===== src/rtl/wave_meas_counter_if.sv =====
// Bundles the control input, waveform input and measurement results of wave_meas_counter.
// Latency: none, wiring only.
// Backpressure: none; results are qualified by the one-cycle meas_valid pulse.
interface wave_meas_counter_if;
    logic        enable;
    logic        sig_in;
    logic [19:0] freq_out;
    logic [6:0]  duty_out;
    logic        overrange;
    logic        meas_valid;
    logic        busy;

    // Stimulus / consumer side
    modport master (
        output enable,
        output sig_in,
        input  freq_out,
        input  duty_out,
        input  overrange,
        input  meas_valid,
        input  busy
    );

    // Measurement block side
    modport slave (
        input  enable,
        input  sig_in,
        output freq_out,
        output duty_out,
        output overrange,
        output meas_valid,
        output busy
    );
endinterface


===== src/rtl/wave_meas_counter.sv =====
// Measures rising-edge count (Hz) and duty cycle (%) of sig_in over a fixed gate window.
// Latency: results and meas_valid appear 8 cycles after the last gate cycle (7 divide + 1 done).
// Backpressure: none; meas_valid is a one-cycle pulse and results hold until the next measurement.
module wave_meas_counter #(
    parameter int GATE_CYCLES = 100000000,
    parameter int FREQ_MAX    = 999999
) (
    input  logic                clk,
    input  logic                rst,
    wave_meas_counter_if.slave  bus
);

    localparam logic [1:0] ST_IDLE = 2'd0;
    localparam logic [1:0] ST_GATE = 2'd1;
    localparam logic [1:0] ST_DIV  = 2'd2;
    localparam logic [1:0] ST_DONE = 2'd3;

    localparam logic [33:0] DIVISOR   = 34'(GATE_CYCLES);
    localparam logic [26:0] GATE_LAST = 27'(GATE_CYCLES - 1);
    localparam logic [25:0] FREQ_CEIL = 26'(FREQ_MAX);

    logic [1:0]  state;
    logic        s1, s2, s3;
    logic        rise;
    logic [26:0] gate_cnt;
    logic [25:0] edge_cnt;
    logic [26:0] high_cnt;
    logic [26:0] high_next;
    logic [33:0] dividend;
    logic [33:0] rem;
    logic [33:0] div_shift;
    logic        div_ge;
    logic [6:0]  quot;
    logic [6:0]  quot_next;
    logic [2:0]  div_idx;
    logic        over_max;

    logic [19:0] freq_reg;
    logic [6:0]  duty_reg;
    logic        over_reg;
    logic        valid_reg;

    assign rise = s2 & ~s3;

    // The last gate cycle's high sample must be folded into the dividend as it is loaded.
    assign high_next = high_cnt + {26'd0, s2};
    assign dividend  = 34'(high_next) * 34'd100;

    // One restoring-division step per DIV cycle, quotient bit 6 first.
    assign div_shift = DIVISOR << div_idx;
    assign div_ge    = (rem >= div_shift);
    assign quot_next = {quot[5:0], div_ge};
    assign over_max  = (edge_cnt > FREQ_CEIL);

    assign bus.freq_out   = freq_reg;
    assign bus.duty_out   = duty_reg;
    assign bus.overrange  = over_reg;
    assign bus.meas_valid = valid_reg;
    assign bus.busy       = (state == ST_GATE) || (state == ST_DIV);

    // Two-flop synchronizer plus one history stage for rising-edge detection; runs in every state.
    always_ff @(posedge clk) begin
        if (rst) begin
            s1 <= 1'b0;
            s2 <= 1'b0;
            s3 <= 1'b0;
        end else begin
            s1 <= bus.sig_in;
            s2 <= s1;
            s3 <= s2;
        end
    end

    // Measurement sequencer: gate counting, duty division, result registration.
    always_ff @(posedge clk) begin
        if (rst) begin
            state     <= ST_IDLE;
            gate_cnt  <= '0;
            edge_cnt  <= '0;
            high_cnt  <= '0;
            rem       <= '0;
            quot      <= '0;
            div_idx   <= '0;
            freq_reg  <= '0;
            duty_reg  <= '0;
            over_reg  <= 1'b0;
            valid_reg <= 1'b0;
        end else begin
            valid_reg <= 1'b0;
            case (state)
                ST_IDLE: begin
                    if (bus.enable) begin
                        state    <= ST_GATE;
                        gate_cnt <= '0;
                        edge_cnt <= '0;
                        high_cnt <= '0;
                    end
                end
                ST_GATE: begin
                    if (!bus.enable) begin
                        // Abandon the partial gate; previous results stay on the outputs.
                        state <= ST_IDLE;
                    end else begin
                        gate_cnt <= gate_cnt + 27'd1;
                        edge_cnt <= edge_cnt + {25'd0, rise};
                        high_cnt <= high_next;
                        if (gate_cnt == GATE_LAST) begin
                            state   <= ST_DIV;
                            rem     <= dividend;
                            quot    <= '0;
                            div_idx <= 3'd6;
                        end
                    end
                end
                ST_DIV: begin
                    quot    <= quot_next;
                    div_idx <= div_idx - 3'd1;
                    if (div_ge) begin
                        rem <= rem - div_shift;
                    end
                    if (div_idx == 3'd0) begin
                        // Results are loaded here so they are visible during the DONE cycle.
                        state     <= ST_DONE;
                        duty_reg  <= quot_next;
                        freq_reg  <= over_max ? FREQ_CEIL[19:0] : edge_cnt[19:0];
                        over_reg  <= over_max;
                        valid_reg <= 1'b1;
                    end
                end
                ST_DONE: begin
                    if (bus.enable) begin
                        state    <= ST_GATE;
                        gate_cnt <= '0;
                        edge_cnt <= '0;
                        high_cnt <= '0;
                    end else begin
                        state <= ST_IDLE;
                    end
                end
                default: state <= ST_IDLE;
            endcase
        end
    end

endmodule


===== src/flat_wrapper.sv =====
// flat-port wrapper written by rule: the top's interface ports become plain ports
module wave_meas_counter_flat 
#(
    parameter int GATE_CYCLES = 100000000,
    parameter int FREQ_MAX    = 999999
)
  (clk, rst, bus_enable, bus_sig_in, bus_freq_out, bus_duty_out, bus_overrange, bus_meas_valid, bus_busy);
  wave_meas_counter_if bus_i ();
  input  logic clk;
  input  logic rst;
  input wire logic [$bits(bus_i.enable)-1:0] bus_enable;
  input wire logic [$bits(bus_i.sig_in)-1:0] bus_sig_in;
  output wire logic [$bits(bus_i.freq_out)-1:0] bus_freq_out;
  output wire logic [$bits(bus_i.duty_out)-1:0] bus_duty_out;
  output wire logic [$bits(bus_i.overrange)-1:0] bus_overrange;
  output wire logic [$bits(bus_i.meas_valid)-1:0] bus_meas_valid;
  output wire logic [$bits(bus_i.busy)-1:0] bus_busy;
  assign bus_i.enable = bus_enable;
  assign bus_i.sig_in = bus_sig_in;
  assign bus_freq_out = bus_i.freq_out;
  assign bus_duty_out = bus_i.duty_out;
  assign bus_overrange = bus_i.overrange;
  assign bus_meas_valid = bus_i.meas_valid;
  assign bus_busy = bus_i.busy;
  wave_meas_counter #(.GATE_CYCLES(GATE_CYCLES), .FREQ_MAX(FREQ_MAX)) u_core (.clk(clk), .rst(rst), .bus(bus_i));
endmodule

===== config.mk =====
export PLATFORM = sky130hd
export DESIGN_NAME = wave_meas_counter_flat
export DESIGN_NICKNAME = d
export VERILOG_FILES = /design/src/rtl/wave_meas_counter_if.sv /design/src/rtl/wave_meas_counter.sv /design/src/flat_wrapper.sv
export SDC_FILE = /design/constraint.sdc
export NUM_CORES = 1
export LEC_CHECK = 0
export BUFFER_PORTS_ARGS = -buffer_cell sky130_fd_sc_hd__buf_2
export CELL_PAD_IN_SITES_DETAIL_PLACEMENT = 1
export CELL_PAD_IN_SITES_GLOBAL_PLACEMENT = 1
export CORE_MARGIN = 10
export CORE_UTILIZATION = 30
export CTS_CLUSTER_DIAMETER = 150
export DETAILED_ROUTE_END_ITERATION = 12
export PLACE_DENSITY_LB_ADDON = 0.1
export SYNTH_ARGS = -nofsm -noshare
export SYNTH_HDL_FRONTEND = slang
export SYNTH_SLANG_ARGS = --single-unit

===== constraint.sdc =====
create_clock -name clk -period 7.19 [get_ports clk]
set_input_delay 2.157 -clock clk [delete_from_list [all_inputs] [get_ports clk]]
set_output_delay 2.157 -clock clk [all_outputs]
set_load 0.05 [all_outputs]

; ---- Yosys cells after proc, flatten, opt, wreduce, memory -nomap -nowiden
; Cells that the tools add are included.
[word_totals]
regBits = 157
in_bits = 4
out_inout_bits = 30
word_cells = 75
[classes]
addsub = 5
mul = 1
n_lt_le_gt_ge = 2
eq_ne = 11
shifts = 1
mux = 26
bitwise = 3
n_reduce_logical = 12
[op_table]
columns = op, n
row1 = $pmux 27 s2, 2
row2 = $mux 34, 3
row3 = $mux 27, 3
row4 = $pmux 34 s2, 1
row5 = $mux 26, 2
row6 = $pmux 26 s2, 1
row7 = $ge 34x34->1, 1
row8 = $shl 27x3->34 const A, 1
row9 = $sub 34x34->34, 1
row10 = $mul 27x5->32 const B, 1
row11 = $add 27x1->27, 1
row12 = $add 27x1->27 const B, 1
row13 = $eq 27x27->1 const B, 1
row14 = $add 26x1->26, 1
row15 = $gt 26x20->1 const B, 1
row16 = $mux 20, 1
row17 = $mux 6, 2
row18 = $pmux 6 s2, 1
row19 = $reduce_and 3->1, 3
row20 = $mux 2, 4
row21 = $ne 2x2->1 const B, 4
row22 = $pmux 2 s4, 1
row23 = $mux 3, 2
row24 = $pmux 3 s2, 1
row25 = 15 further kinds, 21

; ---- Longest topological paths before layout
[depth]
depth_word = 5
depth_mapped = 23
mapped_depth_nobuf = 22

; ---- Worst setup path before layout
; No wires, ideal clock.
[synth_timing]
path_type = flip-flop to flip-flop
startpoint = reg u_core.high_cnt[0]
endpoint = reg u_core.rem[33]
arrival_time_ns = 4.551
required_ns = 7.072
path_slack_ns = 2.521
path_stages_with_launch = 23
n_path_buf = 1
cell_sequence = dfxtp_1 ha_1 and3_1 clkbuf_1 nand2_1 nor3_4 and3_1 nand2_1 xnor2_1 ha_1 ha_1 inv_1 fa_1 inv_1 ha_1 a21oi_1 o21ai_0 a221o_1 a31oi_1 o21bai_1 a41oi_1 mux2i_1 nor2_1
[synth_between]
elab_chain_cells = 5
[synth_rtl]
columns = element, line_no
row1 = from (decl), wave_meas_counter.sv:27  ; logic [26:0] high_cnt;
row2 = from (signal assigned), wave_meas_counter.sv:106  ; high_cnt <= high_next;
row3 = $add 27x1->27, wave_meas_counter.sv:46  ; assign high_next = high_cnt + {26'd0, s2};
row4 = $mul 27x5->32, wave_meas_counter.sv:47  ; assign dividend = 34'(high_next) * 34'd100;
row5 = $mux 34, wave_meas_counter.sv:107  ; if (gate_cnt == GATE_LAST) begin
row6 = $mux 34, wave_meas_counter.sv:100  ; if (!bus.enable) begin
row7 = $pmux 34 s2, wave_meas_counter.sv:90  ; case (state)
row8 = to (signal assigned), wave_meas_counter.sv:109  ; rem <= dividend;
row9 = to (signal assigned), wave_meas_counter.sv:119  ; rem <= rem - div_shift;
row10 = to (decl), wave_meas_counter.sv:30  ; logic [33:0] rem;
; Every way passes these cells. The select of a mux whose other input is x is not followed.
; A chain may end at the register's enable or synchronous reset.

; ---- Worst setup path after layout
; Ends and elaborated chain as after synthesis.

==> impl_results.md <==
- Synth top area cells: dfxtp_1 (27%), ha_1 (14%), nor2_1 (6.0%), xor2_1 (5.2%), xnor2_1 (4.7%)
- WP data arrival: 5770 ps
- Worst Hold Depth: 2
- Number of post-CTS setup repair buffers: 0
- Yosys top cell by area: dfxtp_1
- Vias in the first global route: 9,434
- I/O Buffers: 33
- Overall Global Routing Usage: 13.2%
- Share of the synthesized area in the top cell type: 27.4%
- Largest net degree at the start of global routing: 58
- Die Y: 214 um
- WL met3: 578 um
- First DRT Iteration DRCs: 454
- Clk_skew: 11.8 ps
- Synth Warn #: 0
- Proportion of layout cells with a drive suffix above 1: 9.24%
- Total CTS buffers: 17
- Reg-to-reg slack, setup: 1780 ps
- Switching Share: 27.7%
- Clk slew on worst S/H paths: 70 ps
- NetSw: 553 uW
- Final instance area: 12,600 um2
- Mapped Nets: 1,524
- Final setup fails: 0
- Comb pwr share: 9.2%
- CTS tree: built
- Kind of critical path: reg2reg
- Fin nets: 1,526
- Seq/Total Area, Yosys: 27.4%
- Routed WL per cell: 15.7 um
- CTS Hold Bufs: 0
- Ports: 34
- Final worst setup slack: 1780 ps
- Area Growth Syn to Fin: 10.9%
- Starting Density: 30.2%
- Number of flops mapped to enable cells by yosys: 0
- Period Utilization, post-route: 75.3%
- Hold Fails Final Rpt: 0
- Post-synth ARST share: 0%
- Initial antenna violation count: 1
- Skew-Pair Late Insertion Delay: 460 ps
- Hold Slack: 452 ps
- R2r startpoint: u_core.high_cnt[0]
- Post-DRT Antenna Nets: 0
- Max rail drop VDD: 0.150 mV
- Endpoint class of the critical path: flip-flop
- Highest Signal Layer: met4
- Total internal power: 1.44 mW
- Post-DP HPWL: 23,000 um
- Normalized max-slew margin: 38.3%
- Met2 WL post-DR: 13,100 um
- Post-route minimum period: 5410 ps
- P_leak: 5.46 nW
- Worst R2R End: u_core.rem[33]
- Clock network power share: 46.8%
- Hold Crit Class: reg2reg
- Clock Tree Buf Depth: 2
- Inserted Diodes: 0
- Vias: 9,199
- Synth Register Bits: 155
- Unrepaired setup endpoints after global routing: false
- Run status: completed
- DIE AREA: 45,900 um2
- Layout filler cell count: 4,475
- Cell area after placement: 12,000 um2
- Die width: 214 um
- Clock Sinks: 155
- Drt first pass iters: 4
- Max cap viols: 0
- Top FF cell, synth: dfxtp_1
- R2R depth: 20
- Worst slew pin tran: 924 ps
- Reg power frac: 43.9%
- Maximum clock frequency: 0.185 GHz
- Startpoint types: flip-flop
- WHS Endpoint: u_core.bus.duty_out[5]
- First-pass GRT wire length: 50,000 um
- Mapped Cells: 1,371
- Critical Path Source: u_core.high_cnt[0]
- # rows: 71
- Met1 wire length: 15,600 um
- Root Driver: clkbuf_16
- Vias per cell: 4.85
- Max-slew violation count: 0
- Gpl congestion: 0.786
- Crit-path max FO: 12
- Syn Std Cell Area: 11,300 um2
- Grt total ovfl: 0
- # DRC: 0
- Pre-CTS setup slack: 1730 ps
- Cell variety after synth: 72
- Critical Path RT: 7540 ps
- Pwr per Cell Area: 159 nW/um2
- H-tree depth: 4
- Syn_area_per_cell: 8.26 um2
- Total Wirelength: 29,800 um
- PostCTS Resize Cnt: 0
- Hold_sp: u_core.bus.duty_out[5]
- Core Region: 37,500 um2
- TNS Setup: 0 ps
==> cells by family after synthesis <==
logic type / Yosys count / synth area share (%)
muxes: 15 / 1.35
xor gates and xnor gates: 128 / 9.90
buffers and inverters: 183 / 6.35
and+or+nand+nor: 441 / 18.3
DFF: 155 / 27.4
adders and majority gates: 149 / 17.8
AOI/OAI and AO/OA: 300 / 18.9
==> worst max-delay path by stage <==
stage,cells after the start,slack [ps],end
after floorplan,22,2520,u_core.rem[33]
after global placement,18,1820,u_core.rem[31]
after detailed placement,20,1730,u_core.rem[33]
after CTS,20,1710,u_core.rem[33]
after global routing,21,1170,u_core.rem[30]
final,20,1780,u_core.rem[33]
==> state kept, by name (all words and copies together), names as in the netlist, 3 cells and up <==
name / flops
u_core.bus.duty_out: 7
u_core.bus.freq_out: 20
u_core.div_idx: 3
u_core.edge_cnt: 26
u_core.gate_cnt: 27
u_core.high_cnt: 27
u_core.quot: 6
u_core.rem: 32
==> stage by stage <==
stage               util [%]  power [mW]  cells
global route            33.5        2.09   1897
finish                  33.5        1.99   1897
detailed placement      31.9        1.08   1865
floorplan                  -        1.03   1371
global placement        31.9        1.08   1865
CTS                     33.5        2.04   1897
==> power by group through the flow <==
| stage | registers, mW | logic [mW] | clock network [mW] |
|---|---|---|---|
| final | 0.876 | 0.184 | 0.934 |
| after global routing | 0.877 | 0.204 | 1.01 |
| after CTS | 0.876 | 0.188 | 0.978 |
| after detailed placement | 0.896 | 0.187 | 0 |
| after global placement | 0.896 | 0.185 | 0 |
| after floorplan | 0.903 | 0.128 | 0 |
==> layout by cell type (no fill, tap or decap), drive strengths merged, types with 9 or more instances in the layout <==
cell type	instances
nor2	181
dfxtp	155
ha	128
inv	128
nand2	100
a21oi	78
xor2	67
xnor2	61
o21ai	53
buf	42
nand3	38
a22oi	34
a211oi	29
and3	27
a21o	23
fa	21
nor3	19
clkbuf	18
nand4	17
a31oi	15
mux2i	13
o221a	12
or3	12
nor2b	11
o21bai	9
==> synth_stat cells (10+ instances only) <==
master and number:
nand4_1 17, ha_1 128, xor2_1 67, a21o_1 23, inv_1 122, a22oi_1 34
nor2_1 181, mux2i_1 13, nand2_1 100, nor2b_1 11, clkbuf_1 46, nor3_1 14
dfxtp_1 155, o221a_2 12, nand3_1 37, a211oi_2 18, xnor2_1 61, a211oi_1 10
fa_1 21, and3_1 26, a21oi_1 77, o21ai_0 47, or3_1 12, a31oi_1 13
==> layout make-up <==
class	count	area [um2]	share of cell area, %
tap	511	639	5.09
inverter	124	465	3.71
clock buffer	18	429	3.42
multi-input combinational	1033	7530	59.9
sequential	155	3100	24.7
clock inverter	14	160	1.27
timing repair buffer	42	235	1.87
==> worst max-delay path: stages, from the launching register on <==
cell and delay [ps]:
dfxtp_1 370, ha_1 180, nand4_1 350, nor3_2 420
and3_1 410, nand3_4 140, nor2_1 220, xor2_1 270
ha_1 280, ha_1 280, inv_1 50, fa_1 530
inv_1 40, ha_1 430, and3_1 210, a221o_1 290
a31oi_1 180, o21bai_1 120, a41oi_1 270, mux2i_1 210
nor2_1 60
==> per-layer routing <==
| layer | up-vias | track usage, % |
|---|---|---|
| li1 | 4748 | - |
| met4 | 0 | 4.33 |
| met2 | 61 | 20.7 |
| met3 | 26 | 2.43 |
| met1 | 4364 | 17.8 |
| met5 | - | 0 |
(Power assumes the default switching activity.)
